### config.mk
export PLATFORM = sky130hd
export DESIGN_NAME = ex_div_ctrl
export DESIGN_NICKNAME = d
export VERILOG_FILES = /design/src/rtl/ex_div_ctrl.sv
export SDC_FILE = /design/constraint.sdc
export NUM_CORES = 1
export LEC_CHECK = 0
export BUFFER_PORTS_ARGS = -buffer_cell sky130_fd_sc_hd__buf_2
export CORE_MARGIN = 2
export CORE_UTILIZATION = 43
export CTS_BUF_LIST = sky130_fd_sc_hd__clkbuf_4
export DETAILED_ROUTE_END_ITERATION = 10
export PLACE_DENSITY = 0.83
export SKIP_CTS_REPAIR_TIMING = 1
export SLEW_MARGIN = 20
export SYNTH_ARGS = -nofsm -noshare
export SYNTH_HDL_FRONTEND = slang
export SYNTH_SLANG_ARGS = --single-unit
### constraint.sdc
create_clock -name clk -period 2.44 [get_ports clk]
set_input_delay 0 -clock clk [delete_from_list [all_inputs] [get_ports clk]]
set_output_delay 0 -clock clk [all_outputs]
set_load 0.1 [all_outputs]
### src/rtl/ex_div_ctrl.sv
// Execute-stage controller for the iterative 32-bit divider: accepts DIV/MOD ops,
// sequences the divider, and hands the selected result to the memory stage.
module ex_div_ctrl #(
  parameter int unsigned MAX_LAT = 40
) (
  input  logic        clk,
  input  logic        reset,
  input  logic        in_valid,
  output logic        in_ready,
  input  logic [1:0]  in_op,
  input  logic [31:0] in_src1,
  input  logic [31:0] in_src2,
  input  logic [4:0]  in_rd,
  input  logic        flush,
  output logic        div_en,
  output logic        div_sign,
  output logic [31:0] div_dividend,
  output logic [31:0] div_divisor,
  input  logic [63:0] div_result,
  input  logic        div_done,
  output logic        out_valid,
  input  logic        out_ready,
  output logic [31:0] out_data,
  output logic [4:0]  out_rd,
  output logic        timeout_err
);

  localparam int unsigned CW = $clog2(MAX_LAT + 1);

  typedef enum logic [1:0] {IDLE, BUSY, DRAIN, DONE} state_t;

  state_t        state, state_n;
  logic [1:0]    op;
  logic [CW-1:0] wd_cnt;
  logic          accept_c, capture_c, timeout_c, wd_hit_c, wd_clr_c;

  assign div_en   = (state == BUSY) | (state == DRAIN);
  assign div_sign = ~op[1];
  assign wd_hit_c = (wd_cnt == CW'(MAX_LAT - 1));
  assign wd_clr_c = (state_n != state) && ((state_n == BUSY) || (state_n == DRAIN));

  // Next-state and per-cycle action decode
  always_comb begin
    state_n   = state;
    accept_c  = 1'b0;
    capture_c = 1'b0;
    timeout_c = 1'b0;
    case (state)
      IDLE: begin
        if (in_valid && !flush) begin
          accept_c = 1'b1;
          state_n  = (in_src2 == 32'd0) ? DONE : BUSY;
        end
      end
      BUSY: begin
        if (div_done) begin
          capture_c = !flush;
          state_n   = flush ? IDLE : DONE;
        end else if (wd_hit_c) begin
          timeout_c = 1'b1;
          state_n   = IDLE;
        end else if (flush) begin
          state_n = DRAIN;
        end
      end
      DRAIN: begin
        if (div_done) begin
          state_n = IDLE;
        end else if (wd_hit_c) begin
          timeout_c = 1'b1;
          state_n   = IDLE;
        end
      end
      DONE: begin
        if (flush || out_ready) state_n = IDLE;
      end
      default: state_n = IDLE;
    endcase
  end

  always_ff @(posedge clk) begin
    if (reset) state <= IDLE;
    else       state <= state_n;
  end

  // Held operands, result capture, handshake flags and watchdog
  always_ff @(posedge clk) begin
    if (reset) begin
      op           <= 2'b00;
      div_dividend <= 32'd0;
      div_divisor  <= 32'd0;
      out_data     <= 32'd0;
      out_rd       <= 5'd0;
      in_ready     <= 1'b1;
      out_valid    <= 1'b0;
      timeout_err  <= 1'b0;
      wd_cnt       <= '0;
    end else begin
      in_ready  <= (state_n == IDLE);
      out_valid <= (state_n == DONE);
      if (accept_c) begin
        op           <= in_op;
        div_dividend <= in_src1;
        div_divisor  <= in_src2;
        out_rd       <= in_rd;
        // Divide-by-zero bypass: all-ones quotient, dividend as remainder
        if (in_src2 == 32'd0) out_data <= in_op[0] ? in_src1 : 32'hFFFF_FFFF;
      end
      if (capture_c) out_data <= op[0] ? div_result[63:32] : div_result[31:0];
      if (timeout_c) timeout_err <= 1'b1;
      if (wd_clr_c)    wd_cnt <= '0;
      else if (div_en) wd_cnt <= wd_cnt + CW'(1);
    end
  end

endmodule

==> flow_summary.yaml <==
sta:
  hold_ws_ns: -0.03145
  rsz0062_at_grt: "true"
  fmax_mhz: 372.0
  setup_viol: 6
  fin_setup_tns_ns: -1.431
  maxSlewViolCount: 0
  fin_ws_ns: -0.2482
  finalCritPeriodShare_pct: 110.2
  max-slew-margin-rel_pct: 46.06
  tightest_slew_ns: 0.8091
  hold_violations: 3
  post-route-min-period_ns: 2.688
  skew_ns: 0.01463
cts:
  clock_sinks: 114
  cts_buffers: 17
  root_buffer: "clkbuf_4"
  clock_latency_ns: 0.53
  cts_tree: "done"
  h-tree-depth: 4
  path_clk_slew_ns: 0.10
  clockBufferDepth: 2
hold_path:
  hold_start: "div_result[31]"
  min_path_cells: 5
  hold_class: "in2reg"
  min_to: "out_data[31]"
route:
  drc: 0
  vias: 6210
  drtIter0Drc: 656
  final_antenna_net_count: 0
  via_per_inst: 5.326
  wire_per_inst_um: 17.24
  dr.pass1.iters: 5
  wl_um: 20100
outcome:
  violations: "hold timing, setup timing"
  status: "finished with violations"
final_layout:
  seq_area_um2: 2288
  final_cells: 1166
  final_area_um2: 8323
  antenna_cells_inserted: 0
  drive_gt1_share_pct: 33.66
  nets: 1156
  multi_input_area_um2: 2809
  fill_cells: 856
  area_growth_pct: 59.87
synth:
  synthArstFlopShare_pct: 0
  synth_top_cell_by_area: "dfxtp_1"
  postSynthAreaPerCell_um2: 8.330
  synth_warnings: 0
  ys_seq_area_share_pct: 43.84
  yosys-top-cells-area: "dfxtp_1, mux2i_1, nand2_1"
  synth_top_area_share_pct: 43.84
  yosysUniqueCellTypes: 42
  syn-num-nets: 774
  synthTopCellsByCount: "nand2_1, dfxtp_1, a21oi_1"
  synth.most_common_cell: "nand2_1"
  synth_edf_count: 0
  ys_ff_latch: 114
  synth-main-ff-cell: "dfxtp_1"
  synth_cells: 625
  syn_area_um2: 5206
critical_path:
  reg2reg_depth: 11
  r2r_start: "wd_cnt[1]"
  crit_arrival_ns: 3.09
  critPathLaunchType: "flop"
  setup.worst_path.class: "reg2reg"
  crit_fanout: 6
  timing.rr.end: "wd_cnt[0]"
  ff2ff_setup_slack_ns: -0.25
  cp-end-kind: "flop"
  worstPathRequired_ns: 2.84
placement:
  dp_hpwl_um: 10830
  postPlaceCellArea_um2: 6686
  dp_cells: 1003
  gp_congestion: 0.8944
  port_buffers: 246
floorplanning:
  initial_utilization_pct: 43.71
  io_pins: 247
  rows: 40
  die_w_um: 114.0
  die_y_um: 114.0
  die_area_um2: 13000
  coreArea_um2: 11910
power_and_ir_drop:
  power_density_nw_per_um2: 801.1
  p_leak_nw: 3.641
  peakVddDrop_uv: 720.8
global_routing:
  grt_max_degree: 72
  grt_pass1_wl_um: 23420
  grt_usage_pct: 22.89
  grt-ovfl-total: 0
  grt_pass1_vias: 4916
  antenna_found_initial: 0
job:
  cap_violations: 0
==> worst max-delay path by stage <==
stage,startpoint,end,slack (ns),depth (start not counted)
3_3_place_gp,wd_cnt[0],wd_cnt[1],-0.10,11
3_5_place_dp,wd_cnt[0],wd_cnt[1],-0.16,11
2_1_floorplan,state[1],wd_cnt[0],0.005,12
4_1_cts,state[0],wd_cnt[1],-0.18,11
6_report,wd_cnt[1],wd_cnt[0],-0.25,11
5_1_grt,wd_cnt[1],wd_cnt[0],-0.33,11
==> flip-flops by register name, indices dropped and copies added (netlist names) <==
name	cells
div_dividend	32
div_divisor	32
in_ready	1
op	2
out_data	32
out_rd	5
out_valid	1
state	2
timeout_err	1
wd_cnt	6
==> metal layers <==
metal / global-route usage, % / vias to the layer above / routed length [um]
met5: 0 / - / 0
met4: 8.699 / 0 / 875
met3: 7.014 / 81 / 1715
met2: 39.21 / 364 / 9767
met1: 26.88 / 2861 / 7744
li1: - / 2904 / -
==> report_power, final <==
group	switching (W)	leakage [nW]	internal (W)
logic	0.00239	2.59	0.000975
clock network	0.000687	0.126	0.000417
registers	0.000122	0.929	0.00207
total	0.00320	3.64	0.00347
==> through the flow <==
step	util, %	total power, W	setup WS, ns
after CTS	57.84	0.006253	-0.1795
final	69.87	0.006668	-0.2482
after global placement	56.13	0.005135	-0.1032
after floorplan	-	0.004447	0.004587
after global routing	69.87	0.006962	-0.3324
after detailed placement	56.13	0.005154	-0.1601
==> cell usage in the layout, fill, tap and decap left out, drive strengths merged, types with 3 or more instances in the layout <==
cell         count
buf            282
a31oi            3
clkbuf          21
nand2b           4
dlygate4sd3    127
nor3             7
ha               8
nand2          149
nor2b            3
xor2             3
nand4            4
nor4             8
clkinv          10
dfxtp          114
nor3b           32
inv              7
o21ai            5
nor2            41
a21oi          104
mux2i           65
==> critical path, cell delays in order, from the launching register on <==
cell and delay (ns):
dfxtp_2 0.34, ha_4 0.15, and4bb_2 0.25, and2_4 0.17, o31ai_4 0.28, o21ai_2 0.11, ha_1 0.33, nor2_2 0.06
or3_4 0.40, nor3_4 0.21, a211o_4 0.21, nor3_2 0.05
==> cell families after synthesis <==
| family | synth area share (%) |
|---|---|
| adder cells (fa/ha/maj) | 1.923 |
| AO/OA/AOI/OAI | 12.98 |
| XOR/XNOR | 0.8413 |
| flip-flops | 43.84 |
| buffers and inverters | 4.494 |
| AND/OR/NAND/NOR | 23.43 |
| multiplexers | 12.50 |
==> layout make-up <==
type | count | area share (%)
timing repair buffer | 409 | 33.79
multi-input combinational | 458 | 33.75
sequential | 114 | 27.50
tap | 147 | 2.210
clock buffer | 21 | 1.894
clock inverter | 10 | 0.5412
inverter | 7 | 0.3157
Note: power is estimated with default switching activity, not from simulation.
